### config.mk
export PLATFORM = sky130hd
export DESIGN_NAME = data_sym_map16
export DESIGN_NICKNAME = d
export VERILOG_FILES = /design/src/rtl/data_sym_map16.sv
export SDC_FILE = /design/constraint.sdc
export NUM_CORES = 1
export LEC_CHECK = 0
export CORE_UTILIZATION = 40
export DETAILED_ROUTE_END_ITERATION = 8
export PLACE_DENSITY = 0.81
export SLEW_MARGIN = 40
export SYNTH_ARGS = -nofsm -noshare
export SYNTH_HDL_FRONTEND = slang
export SYNTH_SLANG_ARGS = --single-unit
### constraint.sdc
create_clock -name CLK_I -period 1.3 [get_ports CLK_I]
set_input_delay 0.26 -clock CLK_I [delete_from_list [all_inputs] [get_ports CLK_I]]
set_output_delay 0.26 -clock CLK_I [all_outputs]
set_load 0.01 [all_outputs]
### src/rtl/data_sym_map16.sv
// data_sym_map16: bit-to-symbol mapper for a 52-subcarrier OFDM symbol.
// Upstream and downstream use a strobe/ack handshake. One output register
// gives one cycle of latency, and new words can stream at one per cycle.
// Modes: 16QAM (4 bits per word) or QPSK (2 bits per word). The mode is
// sampled only while the block is idle.
// Build option: define PILOT_INS_EN to insert pilots at subcarriers
// 6/20/31/45. Without it, every subcarrier carries data and PW_SEL is unused.
module data_sym_map16 (
  input  logic        CLK_I,
  input  logic        RST_I,
  input  logic [3:0]  DAT_I,
  input  logic        WE_I,
  input  logic        STB_I,
  input  logic        CYC_I,
  output logic        ACK_O,
  input  logic        QAM,
  input  logic        QPSK,
  input  logic [1:0]  PW_SEL,
  output logic [31:0] DAT_O,
  output logic        CYC_O,
  output logic        STB_O,
  output logic        WE_O,
  input  logic        ACK_I,
  output logic [5:0]  SC_IDX
);

  localparam logic [5:0]  LAST_SC = 6'd51;
  localparam logic [15:0] QAM_HI  = 16'd3886;
  localparam logic [15:0] QAM_LO  = 16'd1295;
  localparam logic [15:0] QPSK_A  = 16'd2896;

  logic        qam_mode;
  logic [5:0]  sc_cnt;
  logic        ena;
  logic        out_halt;
  logic        pilot_slot;
  logic        idle;
  logic        load;
  logic [31:0] data_word;
  logic [31:0] pilot_word;
  logic        unused_in;

  // The mode comes from QAM alone. QPSK is only the complementary
  // indication, so it is not needed for decoding.
  assign unused_in = ^{QPSK, PW_SEL};

  // Return value (set ? +m : -m) in two's complement.
  function automatic logic [15:0] signed_mag(input logic sgn, input logic [15:0] m);
    return sgn ? m : (~m + 16'd1);
  endfunction

  assign ena      = CYC_I & STB_I & WE_I;
  assign out_halt = STB_O & ~ACK_I;
  assign idle     = ~CYC_I & ~STB_O;
  // A pilot slot loads from inside the block, so the cycle only needs
  // CYC_I. A data slot loads only when upstream is actually writing.
  assign load     = ~out_halt & CYC_I & (pilot_slot | (STB_I & WE_I));
  assign ACK_O    = ena & ~out_halt & ~pilot_slot;
  assign WE_O     = STB_O;

`ifdef PILOT_INS_EN
  logic [15:0] pilot_amp;

  assign pilot_slot = (sc_cnt == 6'd6) | (sc_cnt == 6'd20) |
                      (sc_cnt == 6'd31) | (sc_cnt == 6'd45);

  // Pilot amplitude chosen by PW_SEL.
  always_comb begin
    pilot_amp = 16'd4096;
    case (PW_SEL)
      2'd0: pilot_amp = 16'd4096;
      2'd1: pilot_amp = 16'd4092;
      2'd2: pilot_amp = 16'd529;
      2'd3: pilot_amp = 16'd194;
      default: pilot_amp = 16'd4096;
    endcase
  end

  assign pilot_word = {16'd0, signed_mag(sc_cnt != 6'd45, pilot_amp)};
`else
  assign pilot_slot = 1'b0;
  assign pilot_word = 32'd0;
`endif

  // Map the input bits to the constellation point for the latched mode.
  always_comb begin
    data_word = 32'd0;
    if (qam_mode) begin
      data_word[31:16] = signed_mag(DAT_I[2], DAT_I[3] ? QAM_HI : QAM_LO);
      data_word[15:0]  = signed_mag(DAT_I[0], DAT_I[1] ? QAM_HI : QAM_LO);
    end else begin
      data_word[31:16] = signed_mag(DAT_I[1], QPSK_A);
      data_word[15:0]  = signed_mag(DAT_I[0], QPSK_A);
    end
  end

  // Output register, subcarrier counter and mode latch.
  always_ff @(posedge CLK_I or posedge RST_I) begin
    if (RST_I) begin
      DAT_O    <= 32'd0;
      STB_O    <= 1'b0;
      CYC_O    <= 1'b0;
      SC_IDX   <= 6'd0;
      sc_cnt   <= 6'd0;
      qam_mode <= 1'b0;
    end else begin
      if (idle) begin
        qam_mode <= QAM;
        sc_cnt   <= 6'd0;
        CYC_O    <= 1'b0;
      end
      if (load) begin
        DAT_O  <= pilot_slot ? pilot_word : data_word;
        STB_O  <= 1'b1;
        CYC_O  <= 1'b1;
        SC_IDX <= sc_cnt;
        sc_cnt <= (sc_cnt == LAST_SC) ? 6'd0 : sc_cnt + 6'd1;
      end else if (!out_halt) begin
        STB_O <= 1'b0;
      end
    end
  end

endmodule

Word level (Yosys, flattened, before mapping)

Index checks and enable logic that the tools add are counted.

Output and inout port bits: 42
Register bits after elaboration: 47

Reductions and logical operators: 1
Multiplexer cells: 14
Bitwise gates (word level): 14
Add/subtract/negate cells: 3
Equality and inequality tests: 2

Operator list:

| kind                                                             | count |
|---|---|
| 16-bit two-way mux                                               | 4 |
| 16-bit by 1-bit adder with 16-bit output (second input constant) | 2 |
| 32-bit two-way mux                                               | 1 |
| 12-bit NOT with 16-bit output                                    | 2 |
| 12-bit two-way mux                                               | 2 |
| 6-bit two-way mux                                                | 3 |
| 1-bit bitwise AND                                                | 8 |
| 6-bit by 1-bit adder with 6-bit output (second input constant)   | 1 |
| 6-bit equality test (second input constant)                      | 1 |
| 1-bit two-way mux                                                | 4 |
| 1-bit NOT                                                        | 4 |
| 2-bit by 1-bit != test with 1-bit output (second input constant) | 1 |
| 2-bit nonzero test                                               | 1 |

Longest topological paths before layout

Gate-level depths: netlist of run 1.

Depth after elaboration: 6
Depth in mapped cells: 7
Gate-level depth less buffers: 5

Worst setup path before layout of run 1

Ideal clock, no wire load.

Path kind: register to register
From: register STB_O
To: register sc_cnt[5]
Arrival time: 1162 ps
Data required time: 1166 ps
Stages on the path, launching flop included: 8
Setup time: 134 ps
Path slack: 4 ps
Clock period less this slack: 1296 ps
Path through: dfrtp_1 -> nand2b_1 -> nand2b_4 -> buf_6 -> clkinv_4 -> buf_6 -> o31ai_2 -> o211ai_2

Longest elaborated chain between the ends: 5

RTL lines:

| item                                                           | line | text |
|---|---|---|
| start, declared                                                | 21   | `output logic STB_O,` |
| start signal, assigned                                         | 101  | `STB_O <= 1'b0;` |
| start signal, assigned                                         | 114  | `STB_O <= 1'b1;` |
| start signal, assigned                                         | 119  | `STB_O <= 1'b0;` |
| 1-bit bitwise AND                                              | 53   | `assign out_halt = STB_O & ~ACK_I;` |
| 1-bit NOT                                                      | 57   | `assign load = ~out_halt & CYC_I & (pilot_slot \| (STB_I & WE_I));` |
| 1-bit bitwise AND (2 in a row)                                 | 57   |  |
| 6-bit two-way mux / 2-bit nonzero test (equally long branches) | --   |  |
| end signal, assigned                                           | 117  | `sc_cnt <= (sc_cnt == LAST_SC) ? 6'd0 : sc_cnt + 6'd1;` |
| end, declared                                                  | 33   | `logic [5:0] sc_cnt;` |

Parallel ways exist; a longest one is shown, timed or not.
A chain may end at the register's enable or synchronous reset.

Worst setup path after layout of run 1

From: register STB_O
To: output ACK_O

Longest elaborated chain between the ends: 3

RTL lines:

| item              | line | text |
|---|---|---|
| 1-bit bitwise AND | 53   |  |
| 1-bit NOT         | 58   | `assign ACK_O = ena & ~out_halt & ~pilot_slot;` |
| 1-bit bitwise AND | 58   |  |
| end, declared     | 15   | `output logic ACK_O,` |

Every way passes these cells.

==> results.toml, run 1 <==
[outcome]
status = "complete, but fails checks"
violations = "setup timing"

[setup_path]
required_ns = 1.04
endpoint_kind = "primary output"
crit_buf_inv = 2
critPathKind = "reg -> out"
worst-path-max-fanout = 3
slowest_delay_ns = 0.41
cp.depth = 4
cpMaxStageDelayCell = "dfrtp_1"
startpoint_type = "flop"
path_cells = "nand2b_4 -> nand2b_4 -> clkinv_4 -> buf_6"
reg2regPathDepth = 5
cp.arrival_ns = 1.05
critical_path.top_delay_family = "flip-flops"
cpMostUsedCell = "nand2b_4"

[synth]
synth_cells = 181
yosysSeqAreaShare = 0.508
ys_seq_elements = 35
synth_top_area_cell = "dfrtp_1"
synth_warnings = 0
synth_area_per_cell_um2 = 9.53
syn_nets = 206
syn-cell-area_um2 = 1730
synth.area.top_cells = "dfrtp_1 (51%), nand2_1 (12%), ha_1 (8.0%)"
yosysTopAreaCellShare = 0.508
ys_types = 32

[timing]
finalCritPeriodShare = 1.01
worstMarginPinSlew_ns = 0.275
hold_viol_final = 0
setup_viol = 1
max_freq_ghz = 0.761
setup_slack_ns = -0.0138
drv_slew = 0
period_needed_ns = 1.31
relSlewSlack = 0.817
rsz0062_at_grt = "yes"
fin_worst_skew_ns = 0.00761
hold_ws_ns = 0.323

[drt]
antenna_left = 0
drc = 0
dr.pass1.iters = 4
drtIter0Drc = 79
wl_per_cell_um = 12.6
vias_per_cell = 4.83
dr_total_vias = 1444
routed_wl_um = 3760

[floorplanning]
start_util = 0.425
die_h_um = 67.7
die_w_um = 67.7
top_level_ports = 56
coreArea_um2 = 4060
die_area_um2 = 4580
num_rows = 23

[clock_network]
clockBufferDepth = 2
cts_root_buf = "clkbuf_8"
htree_levels = 2
clkTransAtPathRegs_ns = 0.07
holdBufCountCts = 0
cts_tree = "built"
clock_latency_ns = 0.29
clock-sinks = 35
numCtsBuffers = 5

[global_routing]
grt_pass1_vias = 1341
grt-ovfl-total = 0
grt_start_max_net_pins = 36
grt_usage = 0.183
grt_pass1_wl_um = 6020
grt_antenna_before_repair = 0

[placed_design]
routabilityCongestion = 0.815
io_buffers = 52
hpwl_um = 2640
preCtsSetupSlack_ns = -0.521
dpl.cell_count = 284

[cells_and_area]
fin_cells = 299
nFillCells = 348
fin_util = 0.627
diodes = 0
nNetsFinal = 273
final_common_cell = "nand2_1"
area_growth_pct = 47.4
drive_gt1_frac = 0.221
final_cell_mix = "nand2_1 (56), dfrtp_1 (35), dlygate4sd2_1 (34)"

[run]
maxCapViolations = 0

[power_and_ir_drop]
leakagePower_nw = 1.38
cellPowerDensity_nw_per_um2 = 1250
peakVddDrop_v = 0.000801

[hold_path]
hold_class = "in -> async"
## sequential cells by signal, indices dropped and copies added (netlist names)
register	flops
CYC_O	1
STB_O	1
SC_IDX	6
DAT_O	20
qam_mode	1
sc_cnt	6
## cells in the mapped netlist (all sizes together)
cell / n
nand2: 56
dfrtp: 35
o21ai: 20
buf: 19
ha: 11
inv: 7
nand3: 6
nand2b: 3
nor2: 3
o31ai: 3
o211ai: 2
o21a: 2
xor2: 2
a211oi: 1
a21o: 1
a21oi: 1
a22o: 1
a31oi: 1
and3: 1
clkbuf: 1
clkinv: 1
mux2: 1
nor2b: 1
nor3: 1
or3: 1
## path summary, 6_finish.rpt
kind	endpoint	slack, ns	start
max in group asynchronous	DAT_O[27]$_DFFE_PP0P_	0.79	RST_I
setup reg to reg	sc_cnt[5]$_DFFE_PP0P_	0.05	STB_O$_DFFE_PP0P_
setup / recovery	ACK_O	-0.01	STB_O$_DFFE_PP0P_
hold reg to reg	SC_IDX[3]$_DFFE_PP0P_	0.47	SC_IDX[3]$_DFFE_PP0P_
hold / removal	SC_IDX[1]$_DFFE_PP0P_	0.32	RST_I
min in group CLK_I	STB_O$_DFFE_PP0P_	0.40	ACK_I
## layout make-up
class | count | area, µm² | share of cell area
clock buffer | 6 | 82.6 | 0.0325
clock inverter | 2 | 35.0 | 0.0138
inverter | 8 | 35.0 | 0.0138
multi-input combinational | 118 | 718 | 0.282
sequential | 35 | 876 | 0.344
tap | 50 | 62.6 | 0.0246
timing repair buffer | 80 | 734 | 0.289
## power breakdown
group | internal, mW | leakage, nW | total (mW) | switching, mW
logic | 0.433 | 0.863 | 0.833 | 0.400
registers | 1.24 | 0.452 | 1.33 | 0.0973
clock network | 0.620 | 0.0612 | 1.02 | 0.395
total | 2.29 | 1.38 | 3.18 | 0.892
## layer usage
metal / vias to the layer above / track usage / part of all wire
li1: 710 / - / -
met1: 676 / 0.225 / 0.43
met2: 50 / 0.301 / 0.49
met3: 8 / 0.0405 / 0.064
met4: 0 / 0.0878 / 0.018
met5: - / 0 / 0
## cells by family after synthesis
kind of cell,synth area share
adders and majority gates,0.0798
AOI/OAI and AO/OA,0.115
DFF,0.508
buffers and inverters,0.104
and+or+nand+nor,0.178
muxes,0.00653
xor gates and xnor gates,0.0102
## worst reg2reg max path, stage by stage, from the launching register on
cell      delay, ns
dfrtp_1        0.42
nand2b_4       0.10
nand2b_4       0.07
buf_8          0.16
or3_4          0.37
o211ai_2       0.07
## stage by stage
stage	cell area, µm²	power (mW)	TNS (ns)
after CTS	2520	3.20	-0.321
after detailed placement	2330	2.28	-11.13
after global routing	2540	3.36	-0.145
after global placement	2330	2.25	-10.10
final	2540	3.18	-0.0138
after floorplan	1730	1.80	0
## what timing repair did
action / in CTS / in global routing
pin swaps: 0 / 2
setup buffers: 6 / 1
gates cloned: 1 / 0
setup endpoints to repair: 65 / 17
resized for setup: 77 / 14
No activity file was read; power rests on OpenSTA's default activity.
==> run 2: changes to the inputs <==
--- a/config.mk
+++ b/config.mk
@@ -5,6 +5,7 @@
 export SDC_FILE = /design/constraint.sdc
 export NUM_CORES = 1
 export LEC_CHECK = 0
+export CAP_MARGIN = 25
 export CORE_UTILIZATION = 40
 export DETAILED_ROUTE_END_ITERATION = 8
 export PLACE_DENSITY = 0.81
==> results of run 2 <==
The final DEF is identical to that of run 1; final timing and power are the same.
